## src/rtl/plb_dac_stream_ul_if.sv

```systemverilog
// PLB IPIF slave-side bus bundle for the DAC stream user logic.
// The bus signals keep their IPIF names and big-endian bit numbering (bit 31 = LSB).
interface plb_dac_stream_ul_if;
  logic [0:31] Bus2IP_Data;
  logic [0:3]  Bus2IP_BE;
  logic [0:3]  Bus2IP_RdCE;
  logic [0:3]  Bus2IP_WrCE;
  logic [0:31] IP2Bus_Data;
  logic        IP2Bus_RdAck;
  logic        IP2Bus_WrAck;
  logic        IP2Bus_Error;

  modport master (
    output Bus2IP_Data, Bus2IP_BE, Bus2IP_RdCE, Bus2IP_WrCE,
    input  IP2Bus_Data, IP2Bus_RdAck, IP2Bus_WrAck, IP2Bus_Error
  );

  modport slave (
    input  Bus2IP_Data, Bus2IP_BE, Bus2IP_RdCE, Bus2IP_WrCE,
    output IP2Bus_Data, IP2Bus_RdAck, IP2Bus_WrAck, IP2Bus_Error
  );
endinterface

```

## src/rtl/plb_dac_stream_ul.sv

```systemverilog
// PLB DAC user logic: sample FIFO drained round-robin over NUM_CH channels at a DIV+1 cycle rate.
// Optional DAC_STREAM_IRQ_EN adds a registered IP2Bus_IntrEvent (underrun or low-water).
module plb_dac_stream_ul #(
  parameter  int DAC_WIDTH  = 10,
  parameter  int NUM_CH     = 2,
  parameter  int FIFO_DEPTH = 16,
  localparam int CH_W       = (NUM_CH > 1) ? $clog2(NUM_CH) : 1,
  localparam int LVL_W      = $clog2(FIFO_DEPTH) + 1
) (
  input  logic                 Bus2IP_Clk,
  input  logic                 Bus2IP_Reset,
  plb_dac_stream_ul_if.slave   bus,
  output logic [0:DAC_WIDTH-1] IP2DAC_Data,
  output logic [0:CH_W-1]      IP2DAC_Chan,
  output logic                 IP2DAC_Update
`ifdef DAC_STREAM_IRQ_EN
  ,
  output logic                 IP2Bus_IntrEvent
`endif
);

  localparam int PTR_W = $clog2(FIFO_DEPTH);

  typedef logic [DAC_WIDTH-1:0] sample_t;

  // Little-endian views of the bus words: wdata[0] is IPIF bit 31.
  logic [31:0] wdata;
  logic [31:0] rdata;

  logic wr_ctrl, wr_div, wr_push, wr_clr_cnt;
  logic clr, tick, empty, full, pop, push, push_drop, underrun;

  sample_t             mem [FIFO_DEPTH];
  sample_t             head;

  logic                en_q,      en_d;
  logic                irq_en_q,  irq_en_d;
  logic [15:0]         div_q,     div_d;
  logic [15:0]         cnt_q,     cnt_d;
  logic [PTR_W-1:0]    rd_ptr_q,  rd_ptr_d;
  logic [PTR_W-1:0]    wr_ptr_q,  wr_ptr_d;
  logic [LVL_W-1:0]    level_q,   level_d;
  logic                und_q,     und_d;
  logic                ovf_q,     ovf_d;
  logic [15:0]         und_cnt_q, und_cnt_d;
  sample_t             dac_q,     dac_d;
  logic [CH_W-1:0]     chan_q,    chan_d;
  logic [CH_W-1:0]     nxt_ch_q,  nxt_ch_d;
  logic                upd_q,     upd_d;
  logic                intr_q,    intr_d;

  assign wdata      = bus.Bus2IP_Data;
  assign wr_ctrl    = bus.Bus2IP_WrCE[0];
  assign wr_div     = bus.Bus2IP_WrCE[1];
  assign wr_push    = bus.Bus2IP_WrCE[2];
  assign wr_clr_cnt = bus.Bus2IP_WrCE[3];

  assign head = mem[rd_ptr_q];

  // FIFO_CLR overrides both the pop and the push of the same cycle.
  always_comb begin
    clr       = wr_ctrl && wdata[1];
    empty     = (level_q == '0);
    full      = (level_q == LVL_W'(FIFO_DEPTH));
    tick      = en_q && (cnt_q == div_q);
    pop       = tick && !empty && !clr;
    underrun  = tick && empty && !clr;
    push      = wr_push && !clr && (!full || pop);
    push_drop = wr_push && !clr && full && !pop;
  end

  always_comb begin
    // NOTE: every next-state signal takes its held value first so no path can infer a latch.
    en_d      = en_q;
    irq_en_d  = irq_en_q;
    div_d     = div_q;
    cnt_d     = cnt_q;
    rd_ptr_d  = rd_ptr_q;
    wr_ptr_d  = wr_ptr_q;
    level_d   = level_q;
    und_d     = und_q;
    ovf_d     = ovf_q;
    und_cnt_d = und_cnt_q;
    dac_d     = dac_q;
    chan_d    = chan_q;
    nxt_ch_d  = nxt_ch_q;
    upd_d     = pop;

    if (wr_div || !en_q || tick) cnt_d = '0;
    else                         cnt_d = cnt_q + 16'd1;

    if (pop) begin
      rd_ptr_d = rd_ptr_q + 1'b1;
      dac_d    = head;
      chan_d   = nxt_ch_q;
      nxt_ch_d = (nxt_ch_q == CH_W'(NUM_CH - 1)) ? '0 : nxt_ch_q + 1'b1;
    end

    if (push) wr_ptr_d = wr_ptr_q + 1'b1;

    case ({push, pop})
      2'b10:   level_d = level_q + 1'b1;
      2'b01:   level_d = level_q - 1'b1;
      default: level_d = level_q;
    endcase

    if (push_drop) ovf_d = 1'b1;

    if (underrun) begin
      und_d = 1'b1;
      if (und_cnt_q != 16'hFFFF) und_cnt_d = und_cnt_q + 16'd1;
    end

    if (wr_clr_cnt) begin
      und_d     = 1'b0;
      ovf_d     = 1'b0;
      und_cnt_d = '0;
    end

    if (wr_ctrl) begin
      en_d     = wdata[0];
      irq_en_d = wdata[2];
      // A fresh enable restarts the channel sequence at 0.
      if (wdata[0] && !en_q) nxt_ch_d = '0;
    end

    if (wr_div) div_d = wdata[15:0];

    if (clr) begin
      rd_ptr_d = '0;
      wr_ptr_d = '0;
      level_d  = '0;
      chan_d   = '0;
      nxt_ch_d = '0;
    end

`ifdef DAC_STREAM_IRQ_EN
    intr_d = irq_en_d && (und_d || (level_d <= LVL_W'(FIFO_DEPTH / 4)));
`else
    intr_d = 1'b0;
`endif
  end

  always_ff @(posedge Bus2IP_Clk) begin
    // NOTE: state flops use non-blocking assignment so every flop samples pre-edge values.
    if (Bus2IP_Reset) begin
      en_q      <= 1'b0;
      irq_en_q  <= 1'b0;
      div_q     <= '0;
      cnt_q     <= '0;
      rd_ptr_q  <= '0;
      wr_ptr_q  <= '0;
      level_q   <= '0;
      und_q     <= 1'b0;
      ovf_q     <= 1'b0;
      und_cnt_q <= '0;
      dac_q     <= '0;
      chan_q    <= '0;
      nxt_ch_q  <= '0;
      upd_q     <= 1'b0;
      intr_q    <= 1'b0;
    end else begin
      en_q      <= en_d;
      irq_en_q  <= irq_en_d;
      div_q     <= div_d;
      cnt_q     <= cnt_d;
      rd_ptr_q  <= rd_ptr_d;
      wr_ptr_q  <= wr_ptr_d;
      level_q   <= level_d;
      und_q     <= und_d;
      ovf_q     <= ovf_d;
      und_cnt_q <= und_cnt_d;
      dac_q     <= dac_d;
      chan_q    <= chan_d;
      nxt_ch_q  <= nxt_ch_d;
      upd_q     <= upd_d;
      intr_q    <= intr_d;
    end
  end

  // NOTE: the sample array has no reset; empty pointers make its contents unobservable.
  always_ff @(posedge Bus2IP_Clk) begin
    if (push) mem[wr_ptr_q] <= wdata[DAC_WIDTH-1:0];
  end

  always_comb begin
    rdata = '0;
    if (bus.Bus2IP_RdCE[0]) begin
      rdata[0] = en_q;
      rdata[2] = irq_en_q;
    end
    if (bus.Bus2IP_RdCE[1]) rdata[15:0] = div_q;
    if (bus.Bus2IP_RdCE[2]) begin
      rdata[0]          = empty;
      rdata[1]          = full;
      rdata[2]          = und_q;
      rdata[3]          = ovf_q;
      rdata[LVL_W+7:8]  = level_q;
    end
    if (bus.Bus2IP_RdCE[3]) rdata[15:0] = und_cnt_q;
  end

  assign bus.IP2Bus_Data  = rdata;
  assign bus.IP2Bus_RdAck = |bus.Bus2IP_RdCE;
  assign bus.IP2Bus_WrAck = |bus.Bus2IP_WrCE;
  assign bus.IP2Bus_Error = 1'b0;

  assign IP2DAC_Data   = dac_q;
  assign IP2DAC_Chan   = chan_q;
  assign IP2DAC_Update = upd_q;

`ifdef DAC_STREAM_IRQ_EN
  assign IP2Bus_IntrEvent = intr_q;
`endif

  // Byte enables and the upper data half never steer any logic.
  logic unused_bits;
  assign unused_bits = ^{bus.Bus2IP_BE, wdata[31:16], intr_q};

endmodule

```

## src/flat_wrapper.sv

```systemverilog
// flat-port wrapper written by rule: the top's interface ports become plain ports
module plb_dac_stream_ul_flat 
#(
  parameter  int DAC_WIDTH  = 10,
  parameter  int NUM_CH     = 2,
  parameter  int FIFO_DEPTH = 16,
  localparam int CH_W       = (NUM_CH > 1) ? $clog2(NUM_CH) : 1,
  localparam int LVL_W      = $clog2(FIFO_DEPTH) + 1
)
  (Bus2IP_Clk, Bus2IP_Reset, IP2DAC_Data, IP2DAC_Chan, IP2DAC_Update, bus_Bus2IP_Data, bus_Bus2IP_BE, bus_Bus2IP_RdCE, bus_Bus2IP_WrCE, bus_IP2Bus_Data, bus_IP2Bus_RdAck, bus_IP2Bus_WrAck, bus_IP2Bus_Error);
  plb_dac_stream_ul_if bus_i ();
  input  logic Bus2IP_Clk;
  input  logic Bus2IP_Reset;
  output logic [0:DAC_WIDTH-1] IP2DAC_Data;
  output logic [0:CH_W-1] IP2DAC_Chan;
  output logic IP2DAC_Update;
  input wire logic [$bits(bus_i.Bus2IP_Data)-1:0] bus_Bus2IP_Data;
  input wire logic [$bits(bus_i.Bus2IP_BE)-1:0] bus_Bus2IP_BE;
  input wire logic [$bits(bus_i.Bus2IP_RdCE)-1:0] bus_Bus2IP_RdCE;
  input wire logic [$bits(bus_i.Bus2IP_WrCE)-1:0] bus_Bus2IP_WrCE;
  output wire logic [$bits(bus_i.IP2Bus_Data)-1:0] bus_IP2Bus_Data;
  output wire logic [$bits(bus_i.IP2Bus_RdAck)-1:0] bus_IP2Bus_RdAck;
  output wire logic [$bits(bus_i.IP2Bus_WrAck)-1:0] bus_IP2Bus_WrAck;
  output wire logic [$bits(bus_i.IP2Bus_Error)-1:0] bus_IP2Bus_Error;
  assign bus_i.Bus2IP_Data = bus_Bus2IP_Data;
  assign bus_i.Bus2IP_BE = bus_Bus2IP_BE;
  assign bus_i.Bus2IP_RdCE = bus_Bus2IP_RdCE;
  assign bus_i.Bus2IP_WrCE = bus_Bus2IP_WrCE;
  assign bus_IP2Bus_Data = bus_i.IP2Bus_Data;
  assign bus_IP2Bus_RdAck = bus_i.IP2Bus_RdAck;
  assign bus_IP2Bus_WrAck = bus_i.IP2Bus_WrAck;
  assign bus_IP2Bus_Error = bus_i.IP2Bus_Error;
  plb_dac_stream_ul #(.DAC_WIDTH(DAC_WIDTH), .NUM_CH(NUM_CH), .FIFO_DEPTH(FIFO_DEPTH)) u_core (.Bus2IP_Clk(Bus2IP_Clk), .Bus2IP_Reset(Bus2IP_Reset), .bus(bus_i), .IP2DAC_Data(IP2DAC_Data), .IP2DAC_Chan(IP2DAC_Chan), .IP2DAC_Update(IP2DAC_Update));
endmodule
```

## config.mk

```make
export PLATFORM = sky130hd
export DESIGN_NAME = plb_dac_stream_ul_flat
export DESIGN_NICKNAME = d
export VERILOG_FILES = /design/src/rtl/plb_dac_stream_ul_if.sv /design/src/rtl/plb_dac_stream_ul.sv /design/src/flat_wrapper.sv
export SDC_FILE = /design/constraint.sdc
export NUM_CORES = 1
export LEC_CHECK = 0
export CAP_MARGIN = 20
export CORE_MARGIN = 2
export CORE_UTILIZATION = 49
export DETAILED_ROUTE_END_ITERATION = 8
export PLACE_DENSITY = 0.7
export SLEW_MARGIN = 10
export SYNTH_ARGS = -nofsm -noshare
export SYNTH_HDL_FRONTEND = slang
export SYNTH_SLANG_ARGS = --single-unit
```

## constraint.sdc

```tcl
create_clock -name Bus2IP_Clk -period 3.75 [get_ports Bus2IP_Clk]
set_input_delay 0.75 -clock Bus2IP_Clk [delete_from_list [all_inputs] [get_ports Bus2IP_Clk]]
set_output_delay 0.75 -clock Bus2IP_Clk [all_outputs]
set_load 0.03 [all_outputs]
```

==> results.md, run 1 <==
* Vias at 6142
* Clock root buffer master: clkbuf_16
* Top cell type's share of synthesized area at 47.6%
* Post-route DRC at 0
* DP HPWL at 15400 um
* CP max FO at 5
* Clock Sinks at 238
* Met3 routed WL at 1090 um
* Syn_area_per_cell at 13.6 um2
* Gr ovfl total at 0
* Hold_ws at 449 ps
* VDD IR max at 0.000320 V
* Core area at 20200 um2
* Leak pwr at 3.89 nW
* Fillers at 1555
* Status: finished, final reports clean
* Global-route wire length before repair at 34200 um
* Initial antenna violation count at 0
* Ports at 93
* Final Skew at 12.5 ps
* Clk_lat worst skew at 500 ps
* Initial DRC count at 591
* Clock Path Buffers at 3
* Die width at 148 um
* Via/cell ratio at 5.53
* Fin area at 11800 um2
* DRT antenna net count at 0
* Post-CTS sizing at 0
* #FFs+latches synth at 238
* Drt total wl at 22000 um
* Final period util at 94.9%
* Highest metal used: met4
* Fmax achieved at 281 MHz
* Post-CTS Repair Setup Buffers at 0
* Final worst path period need at 3560 ps
* Storage cell area at 6370 um2
* CTS tree: built
* Die H at 148 um
* Largest net degree at the start of global routing at 36
* Final core utilization at 58.3%
* Pins Over Slew Limit at 0
* Rows at 52
* Synth Flop Type: edfxtp_1
* Starting Density at 49.9%
* Fin cells at 1111
* Synth async-reset ratio at 0%
* Worst path arrival time at 2810 ps
* CP Data Required Time at 3000 ps
* Count leader, synth: edfxtp_1
* Hold WC Path Type: flop to flop
* Final hold vios at 0
* Footprint of the multi-input gates at 3470 um2
* I/O Buffers at 55
* DP Cell Count at 1066
* Metal2 WL at 11300 um
* YS warnings at 0
* CTS Hold Buffers Added at 0
* H-tree depth at 1
* Overall Global Routing Usage at 20.3%
* Die area at 21800 um2
* Synth Instances at 743
* Num CTS Buffers at 25
* Clock-pin slew on the worst setup and hold paths at 60 ps
* Drt wl/cell at 19.8 um
* Area grow syn2layout at 16.8%
* Synthesized area at 10100 um2
* Netlist cell types at 46
* CP Capture Type: primary output
* Largest area contributor in the netlist: edfxtp_1
* Power Density at 454 nW/um2
* Max-capacitance violation count at 0
* Setup CP Type: flop to primary output
* DP Area at 11000 um2
* WL met1 at 9030 um
* Share of cells above drive strength 1 at 15.8%
* Final #Nets at 878
* Seq/Total Area, Yosys at 63.1%
* Detailed Routing Iterations Pass 1 at 5
* ANT cells at 0
* Post-synth top cells: edfxtp_1 (160), nor2_1 (87), nand2_1 (80)
* Largest cells by area after synthesis: edfxtp_1 (48%), dfxtp_1 (15%), mux4_2 (11%), nor2_1 (3.2%), nand2_1 (3.0%)
* Max-slew headroom at 33.5%
* Vias in the first global route at 6198
* Setup Viol. Count Final at 0
* Setup_tns at 0 ps
* GP Congestion at 0.882
* Worst Max-Slew Pin Slew at 989 ps
* Number of enable flip-flop cells after synthesis at 160
* Worst setup SP type: flop
stage by stage:
step           worst slack [ps]  power (mW)
2_1_floorplan               519        3.06
3_3_place_gp                288        3.16
3_5_place_dp                271        3.17
4_1_cts                     148        5.40
5_1_grt                   -7.92        5.52
6_report                    192        5.36
critical path, cell delays in order, from the launching register on:
cell and delay, ps:
dfxtp_1 370, or4_1 600, nand2b_1 250, a211oi_1 300
a21o_1 120, clkdlybuf4s50_1 660
sequential cells by signal (all words and copies together), names as in the netlist, 4 cells and up:
| name | cells |
|---|---|
| u_core.und_cnt_q | 16 |
| u_core.div_q | 16 |
| u_core.rd_ptr_q | 4 |
| u_core.IP2DAC_Data | 10 |
| u_core.level_q | 5 |
| u_core.mem | 160 |
| u_core.cnt_q | 16 |
| u_core.wr_ptr_q | 4 |
logic make-up (layout without fill, tap and decap cells):
group / after synthesis / in the layout / synth area share (%)
AND/OR/NAND/NOR: 249 / 249 / 11.4
XOR/XNOR: 50 / 50 / 4.41
buffers and inverters: 63 / 145 / 3.21
other: 1 / 17 / 0.0371
flip-flops: 238 / 238 / 63.1
adder cells (fa/ha/maj): 9 / 9 / 1.12
AO/OA/AOI/OAI: 64 / 64 / 3.78
multiplexers: 69 / 69 / 13.0
report_power, final:
group	internal, mW	switching [mW]	total, mW	leakage [nW]
Clock	1.32	0.931	2.25	0.362
Sequential	2.83	0.0231	2.85	2.08
Combinational	0.0940	0.166	0.260	1.45
worst paths after layout:
| path | start | to | slack, ps | depth (start not counted) |
|---|---|---|---|---|
| hold / removal | u_core.IP2DAC_Data[4]$_SDFFE_PP0P_ | u_core.IP2DAC_Data[4]$_SDFFE_PP0P_ | 450 | 2 |
| setup reg to reg | u_core.cnt_q[6]$_SDFF_PP0_ | u_core.level_q[4]$_SDFFE_PP0P_ | 490 | 10 |
| setup / recovery | u_core.level_q[0]$_SDFFE_PP0P_ | bus_IP2Bus_Data[0] | 190 | 5 |
| hold reg to reg | u_core.IP2DAC_Data[4]$_SDFFE_PP0P_ | u_core.IP2DAC_Data[4]$_SDFFE_PP0P_ | 450 | 2 |
cell type report:
type | instances | area share, %
Clock buffer | 36 | 5.74
Clock inverter | 9 | 0.584
Inverter | 8 | 0.255
Multi-Input combinational cell | 458 | 29.4
Sequential cell | 238 | 54.0
Tap cell | 270 | 2.87
Timing Repair Buffer | 92 | 7.13
layout by cell type, fill, tap and decap left out, types with 12 or more instances in the layout:
master and count:
nand4_1 12, mux4_2 50, nor3_1 12, nand2_1 80, xor2_1 24, xnor2_1 25, nor2_1 86, clkbuf_16 25
edfxtp_1 160, a21oi_1 28, conb_1 17, buf_4 36, dfxtp_1 76, o21ai_0 18, nand3_1 18, clkdlybuf4s50_1 55
mux2i_1 19
layer usage:
| layer | vias up | track usage [%] |
|---|---|---|
| met3 | 46 | 2.78 |
| met1 | 3057 | 26.4 |
| met2 | 183 | 35.1 |
| li1 | 2856 | - |
| met5 | - | 0 |
| met4 | 0 | 7.12 |
(Power assumes the default switching activity.)
==> run 2: changes to the inputs <==
--- a/config.mk
+++ b/config.mk
@@ -9,7 +9,7 @@
 export CORE_MARGIN = 2
 export CORE_UTILIZATION = 49
 export DETAILED_ROUTE_END_ITERATION = 8
-export PLACE_DENSITY = 0.7
+export PLACE_DENSITY_LB_ADDON = 0.2
 export SLEW_MARGIN = 10
 export SYNTH_ARGS = -nofsm -noshare
 export SYNTH_HDL_FRONTEND = slang
==> results.md, run 2 (same netlist as run 1, synthesis figures left out) <==
* Status: finished, final reports clean
* Post-route setup slack at 158 ps (-33.9 ps)
* Endpoint of the worst register-to-register path: u_core.level_q[4]$_SDFFE_PP0P_
* Final #Nets at 871 (-0.80%)
* Highest metal used: met4
* Vias at 6112 (-0.49%)
* Unrepaired setup endpoints after global routing: no
* Commonest cells after routing, fill and taps aside: edfxtp_1 (160), nor2_1 (86), nand2_1 (80), dfxtp_1 (76), clkdlybuf4s50_1 (55)
* Combinational cell fraction of total power at 4.6% (-0.3 points)
* GP Congestion at 0.880 (-0.27%)
* Power Total at 5.71 mW (+6.6%)
* Most flops, register: u_core.mem
* Initial antenna violation count at 1 (+1)
* DRT antenna net count at 0 (unchanged)
* Rows at 52 (unchanged)
* Int Pwr at 4.53 mW (+6.9%)
* Post-route DRC at 0 (unchanged)
* Max-slew headroom at 48.6% (+15 points)
* Final Skew at 14.5 ps (+2.00 ps)
* Crit path launch: u_core.level_q[0]$_SDFFE_PP0P_
* CTS tree: built
* Reg power frac at 49.9% (-3.3 points)
* R2R setup slack at 700 ps (+210 ps)
* Initial DRC count at 485 (-18%)
* Worst setup SP type: flop
* Sw frac at 20.7% (-0.19 points)
* Gr ovfl total at 0 (unchanged)
* Drt total wl at 21500 um (-2.2%)
* Clk_lat worst skew at 520 ps (+20 ps)
* Drt wl/cell at 19.4 um (-1.8%)
* Max-capacitance violation count at 0 (unchanged)
* Final hold vios at 0 (unchanged)
* Fmax achieved at 278 MHz (-0.94%)
* VDD IR max at 0.000285 V (-11%)
* Final worst path period need at 3590 ps (+33.9 ps)
* Num CTS Buffers at 25 (unchanged)
* Hold WC Path Type: flop to flop
* Ports at 93 (unchanged)
* Met3 routed WL at 1070 um (-1.7%)
* Max reg flops at 160 (unchanged)
* Starting Density at 49.9% (unchanged)
* Pins Over Slew Limit at 0 (unchanged)
* Area grow syn2layout at 17.5%
* I/O Buffers at 55 (unchanged)
* Setup_tns at 0 ps (unchanged)
* Power Density at 481 nW/um2 (+6.0%)
* Share of cells above drive strength 1 at 15.8% (about the same)
* Worst path arrival time at 2840 ps (+30 ps)
* Worst Max-Slew Pin Slew at 770 ps (-219 ps)
* Critical Path End: bus_IP2Bus_Data[0]
* Clock Sinks at 238 (unchanged)
* Final period util at 95.8% (+0.90 points)
* Overall Global Routing Usage at 19.9% (-0.34 points)
* CTS Hold Buffers Added at 0 (unchanged)
* Cells on worst reg2reg path at 11 (+1)
* DP HPWL at 14800 um (-4.0%)
* Hold_ws at 447 ps (-2.23 ps)
* Clock Path Buffers at 3 (unchanged)
* Psw at 1.18 mW (+5.6%)
* Setup CP Type: flop to primary output
* Clock root buffer master: clkbuf_16
* WL met1 at 9900 um (+9.7%)
* CP Capture Type: primary output
* Setup Viol. Count Final at 0 (unchanged)
* Die H at 148 um (unchanged)
* Clock power frac at 45.5% (+3.5 points)
* Metal2 WL at 10300 um (-9.0%)
* Die width at 148 um (unchanged)
* H-tree depth at 1 (unchanged)
* Core area at 20200 um2 (unchanged)
* Via/cell ratio at 5.53 (about the same)
* Leak pwr at 3.92 nW (+0.72%)
* CP max FO at 5 (unchanged)
* R2r startpoint: u_core.level_q[0]$_SDFFE_PP0P_
* CP Data Required Time at 3000 ps (about the same)
* Global-route wire length before repair at 34000 um (-0.63%)
* Largest net degree at the start of global routing at 43 (+19%)
* Die area at 21800 um2 (unchanged)
* Vias in the first global route at 6012 (-3.0%)
* Detailed Routing Iterations Pass 1 at 5 (unchanged)
* Most common cell after layout, fill and taps aside: edfxtp_1
* Dpl ws at 335 ps (+64.5 ps)
* Clock-pin slew on the worst setup and hold paths at 50 ps (about the same)
## run 2: layout make-up
| class | count | area (um2) |
|---|---|---|
| repair buffers | 85 | 788 |
| fillers | 1556 | 8370 |
| clock inverters | 14 | 199 |
| well taps | 270 | 338 |
| multi-input cells | 458 | 3470 |
| clock buffers | 32 | 672 |
| diodes | 1 | 2.50 |
| flip-flops and latches | 238 | 6370 |
| inverters | 8 | 30.0 |
## run 2: routing by layer
layer | up-vias | global-route usage [%]
met2 | 177 | 32.5
li1 | 2832 | -
met3 | 21 | 2.84
met1 | 3082 | 28.8
met4 | 0 | 4.42
met5 | - | 0
## run 2: power groups by stage
| stage | combinational, mW | sequential [mW] | clock, mW |
|---|---|---|---|
| 5_1_grt | 0.283 | 2.85 | 2.74 |
| 6_report | 0.261 | 2.85 | 2.60 |
| 3_3_place_gp | 0.253 | 2.90 | 0 |
| 2_1_floorplan | 0.166 | 2.90 | 0 |
| 3_5_place_dp | 0.260 | 2.91 | 0 |
| 4_1_cts | 0.261 | 2.85 | 2.65 |
## run 2: through the flow
stage | cells | utilization (%) | instance area [um2]
after global placement | 1059 | 54.3 | 11000
after global routing | 1106 | 58.6 | 11900
after floorplan | 759 | - | 10200
after detailed placement | 1059 | 54.3 | 11000
final | 1106 | 58.6 | 11900
after CTS | 1105 | 58.6 | 11900
## run 2: what timing repair did
action                                  in CTS  in global routing
endpoints found under the hold margin        0                  0
endpoints found under the setup margin       0                  1
buffers inserted                             0                  0
gates resized for setup                      0                  1
## run 2: critical path, cell delays in order (launching register included)
cell and delay, ps:
dfxtp_1 380, or4_1 610, nand2b_1 260, a211oi_1 290, a21o_1 120, clkdlybuf4s50_1 680
## run 2: worst min-delay path by stage
| stage | startpoint | end | slack [ps] | cells past startpoint |
|---|---|---|---|---|
| finish | u_core.IP2DAC_Chan$_SDFFE_PP0P_ | u_core.IP2DAC_Chan$_SDFFE_PP0P_ | 450 | 2 |
| global route | u_core.IP2DAC_Chan$_SDFFE_PP0P_ | u_core.IP2DAC_Chan$_SDFFE_PP0P_ | 470 | 2 |
| CTS | u_core.IP2DAC_Chan$_SDFFE_PP0P_ | u_core.IP2DAC_Chan$_SDFFE_PP0P_ | 450 | 2 |
| detailed placement | u_core.IP2DAC_Data[9]$_SDFFE_PP0P_ | u_core.IP2DAC_Data[9]$_SDFFE_PP0P_ | 440 | 2 |
| global placement | u_core.IP2DAC_Data[6]$_SDFFE_PP0P_ | u_core.IP2DAC_Data[6]$_SDFFE_PP0P_ | 440 | 2 |
| floorplan | u_core.und_q$_SDFFE_PP0P_ | u_core.und_q$_SDFFE_PP0P_ | 440 | 2 |
